`src/rtl/ex_operand_stage_pkg.sv`:
```
// Shared constants and types for the EX operand stage: ALU codes, ALUOp encodings,
// R-type opcodes, the XZR index and the ID/EX control payload.
package ex_operand_stage_pkg;

    localparam int unsigned REG_IDX_W = 5;
    localparam int unsigned OPCODE_W  = 11;
    localparam int unsigned ALU_SEL_W = 4;
    localparam int unsigned ALU_OP_W  = 2;

    typedef enum logic [ALU_SEL_W-1:0] {
        ALU_AND    = 4'b0000,
        ALU_ORR    = 4'b0001,
        ALU_ADD    = 4'b0010,
        ALU_SUB    = 4'b0110,
        ALU_PASS_B = 4'b0111,
        ALU_NOR    = 4'b1100
    } alu_sel_e;

    typedef enum logic [ALU_OP_W-1:0] {
        ALUOP_ADD    = 2'b00,
        ALUOP_PASS_B = 2'b01,
        ALUOP_RTYPE  = 2'b10
    } alu_op_e;

    localparam logic [OPCODE_W-1:0] OPC_ADD = 11'b10001011000;
    localparam logic [OPCODE_W-1:0] OPC_SUB = 11'b11001011000;
    localparam logic [OPCODE_W-1:0] OPC_AND = 11'b10001010000;
    localparam logic [OPCODE_W-1:0] OPC_ORR = 11'b10101010000;

    localparam logic [REG_IDX_W-1:0] XZR_IDX = 5'd31;

    // Control fields carried through the ID/EX register (data words kept separate: width is a parameter)
    typedef struct packed {
        logic [REG_IDX_W-1:0] rs1;
        logic [REG_IDX_W-1:0] rs2;
        logic [REG_IDX_W-1:0] rd;
        logic [ALU_OP_W-1:0]  alu_op;
        logic [OPCODE_W-1:0]  opcode;
        logic                 alu_src;
        logic                 reg_write;
    } id_ctrl_t;

    // A later-stage writer supplies the operand unless the source is XZR
    function automatic logic fwd_hit(input logic we,
                                     input logic [REG_IDX_W-1:0] rd,
                                     input logic [REG_IDX_W-1:0] rs);
        return we && (rd == rs) && (rs != XZR_IDX);
    endfunction

endpackage

```
`src/rtl/ex_operand_stage_if.sv`:
```
// Bundle of ID-side inputs, forwarding sources and EX operand outputs.
interface ex_operand_stage_if #(
    parameter int unsigned n = 63
);
    logic       in_valid;
    logic       stall;
    logic       flush;
    logic [n:0] id_rs1_data;
    logic [n:0] id_rs2_data;
    logic [n:0] id_imm;
    logic [4:0] id_rs1;
    logic [4:0] id_rs2;
    logic [4:0] id_rd;
    logic [1:0] id_alu_op;
    logic [10:0] id_opcode;
    logic       id_alu_src;
    logic       id_reg_write;

    logic       exmem_reg_write;
    logic       memwb_reg_write;
    logic [4:0] exmem_rd;
    logic [4:0] memwb_rd;
    logic [n:0] exmem_result;
    logic [n:0] memwb_result;

    logic [n:0] data1;
    logic [n:0] data2;
    logic [3:0] ALU_Select;
    logic [n:0] store_data;
    logic       ex_valid;
    logic       ex_reg_write;
    logic       ex_illegal;
    logic [4:0] ex_rd;

    modport master (
        output in_valid, stall, flush,
        output id_rs1_data, id_rs2_data, id_imm, id_rs1, id_rs2, id_rd,
        output id_alu_op, id_opcode, id_alu_src, id_reg_write,
        output exmem_reg_write, memwb_reg_write, exmem_rd, memwb_rd,
        output exmem_result, memwb_result,
        input  data1, data2, ALU_Select, store_data,
        input  ex_valid, ex_reg_write, ex_illegal, ex_rd
    );

    modport slave (
        input  in_valid, stall, flush,
        input  id_rs1_data, id_rs2_data, id_imm, id_rs1, id_rs2, id_rd,
        input  id_alu_op, id_opcode, id_alu_src, id_reg_write,
        input  exmem_reg_write, memwb_reg_write, exmem_rd, memwb_rd,
        input  exmem_result, memwb_result,
        output data1, data2, ALU_Select, store_data,
        output ex_valid, ex_reg_write, ex_illegal, ex_rd
    );

endinterface

```
`src/rtl/ex_operand_stage_alu_control.sv`:
```
// ALU control decode: ALUOp plus instruction[31:21] to a 4-bit ALU operation code.
module ex_operand_stage_alu_control
    import ex_operand_stage_pkg::*;
(
    input  logic [ALU_OP_W-1:0]  alu_op,
    input  logic [OPCODE_W-1:0]  opcode,
    output logic [ALU_SEL_W-1:0] alu_select,
    output logic                 illegal
);

    // Unknown combinations fall back to ADD and raise illegal
    always_comb begin
        alu_select = ALU_ADD;
        illegal    = 1'b0;
        case (alu_op)
            ALUOP_ADD:    alu_select = ALU_ADD;
            ALUOP_PASS_B: alu_select = ALU_PASS_B;
            ALUOP_RTYPE: begin
                case (opcode)
                    OPC_ADD: alu_select = ALU_ADD;
                    OPC_SUB: alu_select = ALU_SUB;
                    OPC_AND: alu_select = ALU_AND;
                    OPC_ORR: alu_select = ALU_ORR;
                    default: illegal    = 1'b1;
                endcase
            end
            default: illegal = 1'b1;
        endcase
    end

endmodule

```
`src/rtl/ex_operand_stage.sv`:
```
// ID/EX pipeline register with EX-stage operand forwarding and ALU control decode.
module ex_operand_stage
    import ex_operand_stage_pkg::*;
#(
    parameter int unsigned n = 63
) (
    input  logic             clk,
    input  logic             reset,
    ex_operand_stage_if.slave bus
);

    logic       valid_q;
    logic [n:0] rs1_data_q;
    logic [n:0] rs2_data_q;
    logic [n:0] imm_q;
    id_ctrl_t   ctrl_q;
    id_ctrl_t   ctrl_d;

    logic [n:0]           fwd_a;
    logic [n:0]           fwd_b;
    logic [ALU_SEL_W-1:0] alu_sel_c;
    logic                 illegal_c;

    assign ctrl_d = '{
        rs1:       bus.id_rs1,
        rs2:       bus.id_rs2,
        rd:        bus.id_rd,
        alu_op:    bus.id_alu_op,
        opcode:    bus.id_opcode,
        alu_src:   bus.id_alu_src,
        reg_write: bus.id_reg_write
    };

    // Pipeline register: reset > flush (squash valid only) > stall (hold) > capture
    always_ff @(posedge clk) begin
        if (reset) begin
            valid_q    <= 1'b0;
            rs1_data_q <= '0;
            rs2_data_q <= '0;
            imm_q      <= '0;
            ctrl_q     <= '0;
        end else if (bus.flush) begin
            valid_q <= 1'b0;
        end else if (!bus.stall) begin
            valid_q    <= bus.in_valid;
            rs1_data_q <= bus.id_rs1_data;
            rs2_data_q <= bus.id_rs2_data;
            imm_q      <= bus.id_imm;
            ctrl_q     <= ctrl_d;
        end
    end

    // EX/MEM is the younger result, so it is checked first
    always_comb begin
        fwd_a = rs1_data_q;
        fwd_b = rs2_data_q;
        if (fwd_hit(bus.exmem_reg_write, bus.exmem_rd, ctrl_q.rs1)) begin
            fwd_a = bus.exmem_result;
        end else if (fwd_hit(bus.memwb_reg_write, bus.memwb_rd, ctrl_q.rs1)) begin
            fwd_a = bus.memwb_result;
        end
        if (fwd_hit(bus.exmem_reg_write, bus.exmem_rd, ctrl_q.rs2)) begin
            fwd_b = bus.exmem_result;
        end else if (fwd_hit(bus.memwb_reg_write, bus.memwb_rd, ctrl_q.rs2)) begin
            fwd_b = bus.memwb_result;
        end
    end

    ex_operand_stage_alu_control alu_control (
        .alu_op     (ctrl_q.alu_op),
        .opcode     (ctrl_q.opcode),
        .alu_select (alu_sel_c),
        .illegal    (illegal_c)
    );

    // A bubble presents quiet operands so downstream logic sees a harmless ADD of zeros
    assign bus.data1        = valid_q ? fwd_a : '0;
    assign bus.store_data   = valid_q ? fwd_b : '0;
    assign bus.data2        = !valid_q ? '0 : (ctrl_q.alu_src ? imm_q : fwd_b);
    assign bus.ALU_Select   = valid_q ? alu_sel_c : ALU_SEL_W'(ALU_ADD);
    assign bus.ex_valid     = valid_q;
    assign bus.ex_reg_write = valid_q & ctrl_q.reg_write;
    assign bus.ex_illegal   = valid_q & illegal_c;
    assign bus.ex_rd        = ctrl_q.rd;

endmodule

```
`src/flat_wrapper.sv`:
```
// flat-port wrapper written by rule: the top's interface ports become plain ports
module ex_operand_stage_flat import ex_operand_stage_pkg::*;
#(
    parameter int unsigned n = 63
)
  (clk, reset, bus_in_valid, bus_stall, bus_flush, bus_id_rs1_data, bus_id_rs2_data, bus_id_imm, bus_id_rs1, bus_id_rs2, bus_id_rd, bus_id_alu_op, bus_id_opcode, bus_id_alu_src, bus_id_reg_write, bus_exmem_reg_write, bus_memwb_reg_write, bus_exmem_rd, bus_memwb_rd, bus_exmem_result, bus_memwb_result, bus_data1, bus_data2, bus_ALU_Select, bus_store_data, bus_ex_valid, bus_ex_reg_write, bus_ex_illegal, bus_ex_rd);
  ex_operand_stage_if #(.n(n)) bus_i ();
  input  logic clk;
  input  logic reset;
  input wire logic [$bits(bus_i.in_valid)-1:0] bus_in_valid;
  input wire logic [$bits(bus_i.stall)-1:0] bus_stall;
  input wire logic [$bits(bus_i.flush)-1:0] bus_flush;
  input wire logic [$bits(bus_i.id_rs1_data)-1:0] bus_id_rs1_data;
  input wire logic [$bits(bus_i.id_rs2_data)-1:0] bus_id_rs2_data;
  input wire logic [$bits(bus_i.id_imm)-1:0] bus_id_imm;
  input wire logic [$bits(bus_i.id_rs1)-1:0] bus_id_rs1;
  input wire logic [$bits(bus_i.id_rs2)-1:0] bus_id_rs2;
  input wire logic [$bits(bus_i.id_rd)-1:0] bus_id_rd;
  input wire logic [$bits(bus_i.id_alu_op)-1:0] bus_id_alu_op;
  input wire logic [$bits(bus_i.id_opcode)-1:0] bus_id_opcode;
  input wire logic [$bits(bus_i.id_alu_src)-1:0] bus_id_alu_src;
  input wire logic [$bits(bus_i.id_reg_write)-1:0] bus_id_reg_write;
  input wire logic [$bits(bus_i.exmem_reg_write)-1:0] bus_exmem_reg_write;
  input wire logic [$bits(bus_i.memwb_reg_write)-1:0] bus_memwb_reg_write;
  input wire logic [$bits(bus_i.exmem_rd)-1:0] bus_exmem_rd;
  input wire logic [$bits(bus_i.memwb_rd)-1:0] bus_memwb_rd;
  input wire logic [$bits(bus_i.exmem_result)-1:0] bus_exmem_result;
  input wire logic [$bits(bus_i.memwb_result)-1:0] bus_memwb_result;
  output wire logic [$bits(bus_i.data1)-1:0] bus_data1;
  output wire logic [$bits(bus_i.data2)-1:0] bus_data2;
  output wire logic [$bits(bus_i.ALU_Select)-1:0] bus_ALU_Select;
  output wire logic [$bits(bus_i.store_data)-1:0] bus_store_data;
  output wire logic [$bits(bus_i.ex_valid)-1:0] bus_ex_valid;
  output wire logic [$bits(bus_i.ex_reg_write)-1:0] bus_ex_reg_write;
  output wire logic [$bits(bus_i.ex_illegal)-1:0] bus_ex_illegal;
  output wire logic [$bits(bus_i.ex_rd)-1:0] bus_ex_rd;
  assign bus_i.in_valid = bus_in_valid;
  assign bus_i.stall = bus_stall;
  assign bus_i.flush = bus_flush;
  assign bus_i.id_rs1_data = bus_id_rs1_data;
  assign bus_i.id_rs2_data = bus_id_rs2_data;
  assign bus_i.id_imm = bus_id_imm;
  assign bus_i.id_rs1 = bus_id_rs1;
  assign bus_i.id_rs2 = bus_id_rs2;
  assign bus_i.id_rd = bus_id_rd;
  assign bus_i.id_alu_op = bus_id_alu_op;
  assign bus_i.id_opcode = bus_id_opcode;
  assign bus_i.id_alu_src = bus_id_alu_src;
  assign bus_i.id_reg_write = bus_id_reg_write;
  assign bus_i.exmem_reg_write = bus_exmem_reg_write;
  assign bus_i.memwb_reg_write = bus_memwb_reg_write;
  assign bus_i.exmem_rd = bus_exmem_rd;
  assign bus_i.memwb_rd = bus_memwb_rd;
  assign bus_i.exmem_result = bus_exmem_result;
  assign bus_i.memwb_result = bus_memwb_result;
  assign bus_data1 = bus_i.data1;
  assign bus_data2 = bus_i.data2;
  assign bus_ALU_Select = bus_i.ALU_Select;
  assign bus_store_data = bus_i.store_data;
  assign bus_ex_valid = bus_i.ex_valid;
  assign bus_ex_reg_write = bus_i.ex_reg_write;
  assign bus_ex_illegal = bus_i.ex_illegal;
  assign bus_ex_rd = bus_i.ex_rd;
  ex_operand_stage #(.n(n)) u_core (.clk(clk), .reset(reset), .bus(bus_i));
endmodule
```
`config.mk`:
```
export PLATFORM = sky130hd
export DESIGN_NAME = ex_operand_stage_flat
export DESIGN_NICKNAME = d
export VERILOG_FILES = /design/src/rtl/ex_operand_stage_pkg.sv /design/src/rtl/ex_operand_stage_if.sv /design/src/rtl/ex_operand_stage_alu_control.sv /design/src/rtl/ex_operand_stage.sv /design/src/flat_wrapper.sv
export SDC_FILE = /design/constraint.sdc
export NUM_CORES = 1
export LEC_CHECK = 0
export ABC_AREA = 1
export BUFFER_PORTS_ARGS = -buffer_cell sky130_fd_sc_hd__buf_2
export CORE_AREA = 5 5 219 221
export DETAILED_ROUTE_END_ITERATION = 10
export DIE_AREA = 0 0 224 226
export HOLD_SLACK_MARGIN = 0.06
export SETUP_SLACK_MARGIN = 0.05
export SLEW_MARGIN = 25
export SYNTH_ARGS = -nofsm -noshare
export SYNTH_HDL_FRONTEND = slang
export SYNTH_SLANG_ARGS = --single-unit
```
`constraint.sdc`:
```
create_clock -name clk -period 2.9 [get_ports clk]
set_clock_uncertainty 0.05 [all_clocks]
set_input_delay 0.29 -clock clk [delete_from_list [all_inputs] [get_ports clk]]
set_output_delay 0.29 -clock clk [all_outputs]
set_load 0.02 [all_outputs]
```
Word-level counts from Yosys, hierarchy flattened

Cells that the tools add are included.

Reductions and logical operators: 13
Mux-type cells: 13
Bitwise gates (word level): 4
Eq/ne operators: 12

Operators by type and width:

| kind                   | number |
|---|---|
| $mux W64               | 8 |
| $eq A11 B11 Y1 const B | 4 |
| $eq A5 B5 Y1           | 4 |
| $ne A5 B5 Y1 const B   | 2 |
| $pmux W3 S3            | 1 |
| $logic_and A1 B1 Y1    | 8 |
| $pmux W3 S2            | 1 |
| $reduce_or A2 Y1       | 2 |
| $reduce_or A4 Y1       | 1 |
| $mux W3                | 1 |
| $and A1 B1 Y1          | 2 |
| $eq A2 B1 Y1 const B   | 1 |
| $eq A2 B2 Y1 const B   | 1 |
| $logic_not A2 Y1       | 1 |
| $not A1 Y1             | 2 |
| $pmux W1 S2            | 1 |
| $reduce_and A2 Y1      | 1 |
| $mux W1                | 1 |

Word-level logic and storage cells: 53
Output and inout bits: 204
Bits in registers: 223
Input port bits: 367

Longest topological paths before layout

Gate-level depths: netlist (run 1).

Depth after elaboration: 7
Gate-level depth with buffers: 12
Gate-level depth less buffers: 11

By module

From an unflattened synthesis (run 1), not the netlist that was laid out.

Cells, all modules: 2436
Area, all modules: 14481.4 µm²

By module, submodules not included:

| module                       | instances | seq. area each (µm²) | cells each | area an instance (µm²) |
|---|---|---|---|---|
| ex_operand_stage             | 1         | 4464.3               | 2402       | 14297.5 |
| ex_operand_stage_alu_control | 1         | 0.0                  | 34         | 183.9 |

Worst setup path after synthesis (run 1)

OpenSTA, ideal clock, no wires.

Kind: register to output
From: reg u_core.ctrl_q[20] (netlist name)
To: out bus_store_data[13]
Path buffers: 1
Stages on the path, launching flop included: 10
Required time: 2560 ps
Path slack: 1030 ps
Data arrival time: 1530 ps
Path through: dfxtp_1 -> inv_2 -> nand2_1 -> nand3_2 -> nor2_1 -> nand3_4 -> buf_6 -> nand2_2 -> nand3_2 -> a21oi_1

Word-level cells in the longest chain between the ends: 6
Elaborated cells between the ends (all ways): 10
Those cells by class: eq/ne (3); mux (3); reduce/logical (4)

Ends and longest elaborated chain:

| element                          | line                       | text |
|---|---|---|
| start: declaration               | ex_operand_stage.sv:16     | `id_ctrl_t ctrl_q;` |
| start signal: assignment         | ex_operand_stage.sv:49     | `ctrl_q <= ctrl_d;` |
| $eq A5 B5 Y1                     | ex_operand_stage_pkg.sv:47 | `return we && (rd == rs) && (rs != XZR_IDX);` |
| $logic_and A1 B1 Y1 (2 in a row) | ex_operand_stage_pkg.sv:47 |  |
| $mux W64                         | ex_operand_stage.sv:64     | `end else if (fwd_hit(bus.memwb_reg_write, bus.memwb_rd, ctrl_q.rs2)) begin` |
| $mux W64 *                       | ex_operand_stage.sv:62     | `if (fwd_hit(bus.exmem_reg_write, bus.exmem_rd, ctrl_q.rs2)) begin` |
| $mux W64 *                       | ex_operand_stage.sv:78     | `assign bus.store_data = valid_q ? fwd_b : '0;` |
| end: declaration                 | flat_wrapper.sv:32         | `output wire logic [$bits(bus_i.store_data)-1:0] bus_store_data;` |

Every way passes the cells marked *; elsewhere a longest branch is shown, timed or not.

Worst setup path in the final report (run 1)

From: reg u_core.ctrl_q[21] (netlist name)
To: out bus_store_data[27]

Same word-level chain as after synthesis.

==> results of run 1 <==
==> worst paths after layout <==
path	start	endpoint	cells past startpoint
setup / recovery	u_core.ctrl_q[21]	bus_store_data[27]	9
hold / removal	bus_id_rs2[3]	u_core.ctrl_q[23]	3
setup reg to reg	u_core.bus.ex_valid	u_core.bus.ex_valid	3
hold reg to reg	u_core.ctrl_q[8]	u_core.ctrl_q[8]	2
==> worst max-delay path, stage by stage (launching register included) <==
cell       delay, ps
dfxtp_1          350
inv_1            100
nand2_1           90
nand3_1          130
nor2_4           260
buf_12           150
clkbuf_16        220
nand3_2          100
a21oi_1          250
buf_2            210
==> kinds of logic (layout without fill, tap and decap cells) <==
group                    Yosys count  in the layout  share of synthesized area
flip-flops                       223            223                      0.312
AO/OA/AOI/OAI                    363            363                      0.153
buffers and inverters            476           1181                      0.146
AND/OR/NAND/NOR                 1208           1208                      0.382
adder cells (fa/ha/maj)            3              3                    0.00262
other                              1              5                   0.000262
XOR/XNOR                           7              7                    0.00428
==> per-layer routing <==
layer	GRT usage	share of wire	routed length [um]
met5	0	0.00020	13
met4	0.0785	0.036	2340
met3	0.0361	0.082	5340
met2	0.398	0.47	30700
met1	0.299	0.41	26900
==> cells in the final DEF, fill, tap and decap left out, types with 2 or more instances in the layout <==
cell / count
nand3_1: 244
inv_2: 5
dfxtp_2: 5
buf_6: 5
bufinv_16: 4
clkbuf_8: 6
and2_4: 2
buf_4: 22
clkinvlp_4: 2
buf_2: 565
dfxtp_1: 218
a21oi_1: 143
a21oi_2: 4
nand3_2: 84
clkbuf_1: 3
nor3_1: 3
inv_1: 281
nor2_4: 6
nand2_1: 364
clkinv_2: 8
nand2_2: 20
nor3_4: 2
o21ai_1: 9
inv_4: 2
nor2_2: 3
buf_12: 19
o21ai_0: 61
ha_1: 3
nor2_1: 473
dlygate4sd3_1: 223
nand3_4: 3
clkbuf_16: 32
xor2_1: 5
diode_2: 4
buf_8: 2
a211oi_1: 144
xnor2_1: 2
==> per-stage QoR <==
stage / instances / hold slack [ps] / setup slack [ps] / utilization
floorplan: 2281 / 330 / 1030 / -
global placement: 3312 / 397 / 428 / 0.381
detailed placement: 3312 / 402 / 423 / 0.381
CTS: 3587 / 78.5 / 52.7 / 0.452
global route: 3597 / 125 / 25.4 / 0.457
finish: 3597 / 110 / 116 / 0.457
==> final cells by class <==
type	instances	area (um^2)
Inverter	289	1100
Fill cell	4667	25000
Tap cell	607	759
Antenna cell	4	10.0
Multi-Input combinational cell	1582	7860
Clock buffer	38	820
Sequential cell	223	4470
Clock inverter	14	175
Timing Repair Buffer	840	5790
==> sequential cells by signal, summed over array words and instances (netlist names) <==
signal / flops
u_core.bus.ex_rd: 5
u_core.bus.ex_valid: 1
u_core.ctrl_q: 25
u_core.imm_q: 64
u_core.rs1_data_q: 64
u_core.rs2_data_q: 64
==> report_power, final <==
part / internal [mW] / switching [mW]
sequential: 3.25 / 0.0702
combinational: 0.831 / 1.24
clock: 2.32 / 1.43
total: 6.41 / 2.74
==> repair_timing <==
action | 4_1_cts | 5_1_grt
hold endpoints to repair | 222 | 0
pin swaps | 0 | 4
gates resized for setup | 6 | 35
endpoints found under the setup margin | 20 | 115
cloned | 0 | 3
setup buffers | 0 | 3
hold buffers | 223 | 0
==> flow_summary.json, run 1 <==
{
  "io_pins": 571,
  "cts_buffers": 28,
  "die_area_um2": 50600,
  "drt-wirelength-per-cell_um": 18.2,
  "initial_utilization": 0.311,
  "final_area_um2": 21000,
  "setup_viol": 0,
  "vdd_drop_max_mv": 0.498,
  "avgSynthCellArea_um2": 6.28,
  "cp-end-kind": "primary output",
  "synthTopCellsByArea": "dfxtp_1 (31%), nor2_1 (13%), nand2_1 (9.5%), nand3_1 (8.6%), a211oi_1 (7.6%)",
  "place_area_um2": 17500,
  "grt.total_usage": 0.232,
  "tightest_slew_ps": 1000,
  "synth_top_cell_by_area": "dfxtp_1",
  "critPathRequiredTime_ps": 2560,
  "r2r_setup_slack_ps": 1040,
  "cts.sink_count": 223,
  "synth_top_area_share": 0.312,
  "slew_viol_final": 0,
  "gp_congestion": 0.945,
  "drt_wl_total_um": 65300,
  "drive_gt1_frac": 0.269,
  "drv_cap": 0,
  "dr_total_vias": 18100,
  "worstPathArrival_ps": 2440,
  "cts.path.max_buffers": 3,
  "synth_edf_count": 0,
  "final_nets": 3334,
  "clk_latency_ps": 540,
  "grt_overflow_total": 0,
  "rsz0062_at_grt": "true",
  "finalWorstPathRequiredPeriod_ps": 2780,
  "synth-seq-cells": 223,
  "power_leakage_nw": 10.7,
  "cts_tree": "yes",
  "cts.clk_slew.worst_paths_ps": 60,
  "fin_crit_sh": 0.960,
  "grt_pass1_vias": 17400,
  "hold_viol": 0,
  "syn_to_final_growth_pct": 46.6,
  "p_per_area_nw_per_um2": 435,
  "yosysUniqueCellTypes": 31,
  "cp_max_fo": 20,
  "first_pass_iters": 7,
  "htree_num_levels": 1,
  "max_freq_mhz": 359,
  "drt-initial-drc-count": 1656,
  "dieWidth_um": 224,
  "synth_common_cells": "nor2_1 (479), nand2_1 (364), inv_1 (283)",
  "syn-num-nets": 2651,
  "rows": 79,
  "syn_inst": 2281,
  "slew_headroom": 0.331,
  "grt_max_degree": 98,
  "cts-root-buf": "clkbuf_16",
  "yosysWarningCount": 0,
  "antenna_found_initial": 5,
  "core_um2": 46000,
  "grt_pass1_wl_um": 95800,
  "ys.flop_type": "dfxtp_1",
  "fin_tns_setup_ps": 0,
  "postRouteAntennaNets": 0,
  "syn_area_um2": 14300,
  "port_buffers": 569,
  "die_h_um": 226,
  "dp_hpwl_um": 44800,
  "yosysMostFrequentCell": "nor2_1",
  "async_reset_ff_frac": 0,
  "yosysSeqAreaShare": 0.312,
  "critPathLaunchType": "flip-flop",
  "status": "completed",
  "via_per_inst": 5.03,
  "hold_class": "primary input to flip-flop",
  "worst-setup-path-type": "flip-flop to primary output",
  "post-route-drc-count": 0,
  "p_total_mw": 9.14
}
Power figures use the tool's default switching activity.
==> run 2, diff against run 1 <==
==> constraint.sdc (replaced) <==
create_clock -name clk -period 2.9 [get_ports clk]
set_clock_uncertainty 0.05 [all_clocks]
set_input_delay 0.435 -clock clk [delete_from_list [all_inputs] [get_ports clk]]
set_output_delay 0.435 -clock clk [all_outputs]
set_load 0.02 [all_outputs]
==> flow_summary.json, run 2 (synthesis gave the netlist of run 1 again) <==
{
  "die_area_um2": 50600,
  "final_cell_mix": "nor2_1 (461), buf_2 (429), nand2_1 (323)",
  "fin_crit_sh": 0.997,
  "dp_hpwl_um": 45300,
  "io_pins": 571,
  "drv_cap": 0,
  "hold_class": "primary input to flip-flop",
  "crit_family": "buffers and inverters",
  "setup_slack_ps": 8.02,
  "worst_path_max_delay_cell": "dfxtp_4",
  "p_sw_mw": 2.91,
  "layout_commonest_cell": "nor2_1",
  "fillerInstances": 4631,
  "path_buf_inv": 6,
  "combPwrFrac": 0.252,
  "critPathRequiredTime_ps": 2410,
  "grt_overflow_total": 0,
  "rows": 79,
  "postRouteAntennaNets": 0,
  "hold_slack_ps": 101,
  "port_buffers": 569,
  "cts-root-buf": "clkbuf_16",
  "gp_congestion": 0.948,
  "p_per_area_nw_per_um2": 414,
  "htree_num_levels": 1,
  "cts.sink_count": 223,
  "final_nets": 3238,
  "drt_wl_total_um": 74000,
  "grt.total_usage": 0.249,
  "drive_gt1_frac": 0.370,
  "max_stage_delay_ps": 390,
  "hold_viol": 0,
  "cts.path.max_buffers": 3,
  "swShare": 0.318,
  "tightest_slew_ps": 799,
  "power_frac_seq": 0.363,
  "final_area_um2": 22100,
  "initial_utilization": 0.311,
  "core_um2": 46000,
  "die_h_um": 226,
  "cp_max_fo": 8,
  "internal_power_mw": 6.24,
  "grt_pass1_vias": 17100,
  "post-route-drc-count": 0,
  "slew_viol_final": 0,
  "path_cells": "buf_6 -> nand2_1 -> nand2_2 -> nand2_2 -> nor2_4 -> buf_6 -> clkbuf_16 -> buf_12 -> nand3_4 -> nand3_2 -> nand3_2 -> nand2_2 -> inv_2 -> buf_6",
  "status": "completed",
  "worstPathArrival_ps": 2410,
  "cp-end-kind": "primary output",
  "drt-initial-drc-count": 1971,
  "dieWidth_um": 224,
  "cts_tree": "yes",
  "grt_pass1_wl_um": 100000,
  "fin_tns_setup_ps": 0,
  "clkPwrFrac": 0.384,
  "reg.largest.list": "u_core.imm_q x64, u_core.rs1_data_q x64, u_core.rs2_data_q x64",
  "grt_max_degree": 130,
  "syn_to_final_growth_pct": 54.6,
  "dr_total_vias": 18400,
  "place_area_um2": 17700,
  "first_pass_iters": 7,
  "vdd_drop_max_mv": 0.389,
  "power_leakage_nw": 10.8,
  "antenna_found_initial": 8,
  "cts_buffers": 28,
  "worst-setup-path-type": "flip-flop to primary output",
  "slew_headroom": 0.467,
  "cts.clk_slew.worst_paths_ps": 60,
  "finalWorstPathRequiredPeriod_ps": 2890,
  "drt-wirelength-per-cell_um": 21.2,
  "clk_latency_ps": 550,
  "rsz0062_at_grt": "true",
  "critPathLaunchType": "flip-flop",
  "via_per_inst": 5.25,
  "max_freq_mhz": 346,
  "setup_viol": 0,
  "pre_cts_ws_ps": 264
}
run 2: worst paths after layout:
path / end / startpoint / slack (ps) / cells after the start
max: bus_data2[15] / u_core.ctrl_q[22] / 8 / 14
min reg2reg: u_core.bus.ex_rd[2] / u_core.bus.ex_rd[2] / 410 / 2
min: u_core.imm_q[44] / bus_id_imm[44] / 100 / 3
max reg2reg: u_core.bus.ex_valid / u_core.bus.ex_valid / 1340 / 3
run 2: per-stage QoR:
step,power [mW],cells,util
4_1_cts,8.98,3458,0.448
3_5_place_dp,5.16,3325,0.386
3_3_place_gp,5.15,3325,0.386
5_1_grt,9.50,3499,0.481
6_report,9.16,3499,0.481
2_1_floorplan,4.41,2281,-
run 2: what timing repair did:
action | CTS | global route
resized for setup | 273 | 252
endpoints found under the hold margin | 43 | 0
setup buffers | 22 | 19
hold buffers | 43 | 0
setup endpoints to repair | 192 | 185
pin swaps | 51 | 71
cloned | 17 | 21
run 2: layout make-up:
type,instances,area [um^2],share of cell area
Timing Repair Buffer,744,6050,0.273
Multi-Input combinational cell,1582,8790,0.397
Antenna cell,3,7.51,0.000339
Clock inverter,10,108,0.00486
Tap cell,607,759,0.0343
Sequential cell,223,4500,0.203
Inverter,289,1110,0.0502
Clock buffer,41,801,0.0362
run 2: worst reg2reg max path, stage by stage, from the launching register on:
cell and delay [ps]:
dfxtp_4 510, inv_4 260, a2111oi_0 510, buf_4 180
run 2: layer usage:
| metal | GRT usage | up-vias | part of all wire |
|---|---|---|---|
| met5 | 0 | - | 0.00070 |
| met4 | 0.0883 | 8 | 0.034 |
| met3 | 0.0552 | 194 | 0.10 |
| met2 | 0.413 | 1120 | 0.46 |
| met1 | 0.321 | 8565 | 0.40 |
| li1 | - | 8491 | - |
run 2: power by group through the flow:
| stage | sequential (mW) | combinational (mW) | clock [mW] |
|---|---|---|---|
| global placement | 3.38 | 1.77 | 0 |
| finish | 3.33 | 2.31 | 3.52 |
| global route | 3.34 | 2.47 | 3.70 |
| CTS | 3.32 | 2.05 | 3.61 |
| detailed placement | 3.39 | 1.77 | 0 |
| floorplan | 3.37 | 1.05 | 0 |
==> run 3, diff against run 2 <==
--- a/config.mk
+++ b/config.mk
@@ -11,7 +11,6 @@
 export DETAILED_ROUTE_END_ITERATION = 10
 export DIE_AREA = 0 0 224 226
 export HOLD_SLACK_MARGIN = 0.06
-export SETUP_SLACK_MARGIN = 0.05
 export SLEW_MARGIN = 25
 export SYNTH_ARGS = -nofsm -noshare
 export SYNTH_HDL_FRONTEND = slang
==> flow_summary.json, run 3 (synthesis gave the netlist of run 1 again) <==
{
  "grt_pass1_wl_um": 97300,
  "p_per_area_nw_per_um2": 427,
  "worst-setup-path-type": "flip-flop to primary output",
  "swShare": 0.315,
  "status": "complete, but fails checks",
  "clk_latency_ps": 550,
  "crit_family": "simple AND/OR/NAND/NOR gates",
  "power_frac_seq": 0.369,
  "fin_cells": 3478,
  "slew_headroom": 0.488,
  "core_um2": 46000,
  "cts.path.max_buffers": 3,
  "setup_viol": 2,
  "worstPathArrival_ps": 2440,
  "grt.total_usage": 0.240,
  "final_area_um2": 21100,
  "place_area_um2": 17700,
  "path_cells": "nand3_2 -> nor3_4 -> nor3_4 -> nand3_4 -> buf_12 -> clkbuf_16 -> clkbuf_16 -> o21ai_1 -> nor2_1 -> buf_4",
  "cts-root-buf": "clkbuf_16",
  "grt_max_degree": 130,
  "critPathLaunchType": "flip-flop",
  "p_total_mw": 9.01,
  "reg.largest.list": "u_core.imm_q x64, u_core.rs1_data_q x64, u_core.rs2_data_q x64",
  "combPwrFrac": 0.240,
  "path_buf_inv": 4,
  "slew_viol_final": 0,
  "violations": "setup timing",
  "power_leakage_nw": 10.6,
  "port_buffers": 569,
  "final_core_util": 0.459,
  "rsz0062_at_grt": "true",
  "cp-end-kind": "primary output",
  "dieWidth_um": 224,
  "cp_max_fo": 8,
  "drv_cap": 0,
  "initial_utilization": 0.311,
  "dp_hpwl_um": 45300,
  "max_stage_delay_ps": 390,
  "postRouteAntennaNets": 0,
  "pre_cts_ws_ps": 264,
  "fin_crit_sh": 1.01,
  "cts.clk_slew.worst_paths_ps": 70,
  "die_area_um2": 50600,
  "gp_congestion": 0.948,
  "grt_pass1_vias": 16900,
  "io_pins": 571,
  "final_cell_mix": "buf_2 (496), nor2_1 (441), nand2_1 (337)",
  "vdd_drop_max_mv": 0.376,
  "hold_viol": 0,
  "max_freq_mhz": 342,
  "cts.sink_count": 223,
  "hold_class": "primary input to flip-flop",
  "critPathRequiredTime_ps": 2410,
  "drt-initial-drc-count": 1847,
  "p_sw_mw": 2.84,
  "syn_to_final_growth_pct": 47.5,
  "internal_power_mw": 6.17,
  "r2r_setup_slack_ps": 1360,
  "via_per_inst": 5.17,
  "cts_buffers": 28,
  "place_inst": 3325,
  "drive_gt1_frac": 0.352,
  "finalWorstPathRequiredPeriod_ps": 2920,
  "cts_tree": "yes",
  "rows": 79,
  "antenna_found_initial": 6,
  "htree_num_levels": 1,
  "clkPwrFrac": 0.391,
  "drt-wirelength-per-cell_um": 20.5,
  "final_nets": 3218,
  "die_h_um": 226,
  "grt_overflow_total": 0,
  "dr_total_vias": 18000,
  "post-route-drc-count": 0,
  "layout_commonest_cell": "buf_2",
  "worst_path_max_delay_cell": "dfxtp_4",
  "first_pass_iters": 9,
  "drt_wl_total_um": 71400,
  "setup_slack_ps": -20.2,
  "tightest_slew_ps": 768
}
run 3: cell types whose count changed in the layout (fill, tap and decap cells not counted), moves of 8 or more:
cell	before	now
buf_2	429	496
a21oi_2	23	9
a21oi_1	124	138
buf_6	52	24
inv_2	27	9
nand3_4	32	13
inv_1	255	274
nor2_2	12	33
buf_12	38	30
nand2_1	323	337
buf_4	140	98
nand3_1	166	180
nand2_4	15	1
nor2_1	461	441
run 3: metrics by stage:
stage               hold slack (ps)  TNS, ps
CTS                            60.6     -130
global placement                396        0
floorplan                       390        0
finish                         93.8    -26.7
global route                   76.4    -3260
detailed placement              399        0
run 3: power groups by stage:
| stage | Clock (mW) | Sequential [mW] | Combinational (mW) |
|---|---|---|---|
| after floorplan | 0 | 3.37 | 1.05 |
| after global placement | 0 | 3.38 | 1.77 |
| after detailed placement | 0 | 3.39 | 1.77 |
| after CTS | 3.61 | 3.32 | 1.93 |
| after global routing | 3.70 | 3.34 | 2.32 |
| final | 3.52 | 3.32 | 2.16 |
run 3: worst min-delay path, delay by kind of cell:
kind                   cells  cell delay (ps)
buffers and inverters      1               90
AND/OR/NAND/NOR            1               90
AO/OA/AOI/OAI              1               50
run 3: area by class of cell:
class / instances / area (um^2)
multi-input cells: 1582 / 8480
flip-flops and latches: 223 / 4500
well taps: 607 / 759
clock inverters: 10 / 108
clock buffers: 41 / 801
inverters: 289 / 1100
fillers: 4725 / 24800
repair buffers: 724 / 5360
diodes: 2 / 5.00
run 3: path summary, 6_finish.rpt:
| check | start | end | cells past startpoint |
|---|---|---|---|
| worst max-delay path | u_core.ctrl_q[29] | bus_data1[39] | 10 |
| worst max register to register | u_core.bus.ex_valid | u_core.bus.ex_valid | 3 |
| worst min register to register | u_core.bus.ex_rd[2] | u_core.bus.ex_rd[2] | 2 |
| worst min-delay path | bus_id_rs1[1] | u_core.ctrl_q[26] | 3 |
run 3: layer usage:
metal,global-route usage,vias up,routed length [um]
met1,0.310,8332,28400
met2,0.402,1032,33100
met5,0,-,52
met3,0.0478,184,6950
li1,-,8439,-
met4,0.0818,8,2870
run 3: timing repair:
action	4_1_cts	5_1_grt
pin swaps	7	117
endpoints found under the setup margin	183	167
buffers inserted	8	20
endpoints found under the hold margin	42	0
hold buffers	42	0
resized for setup	72	263
cloned	9	21
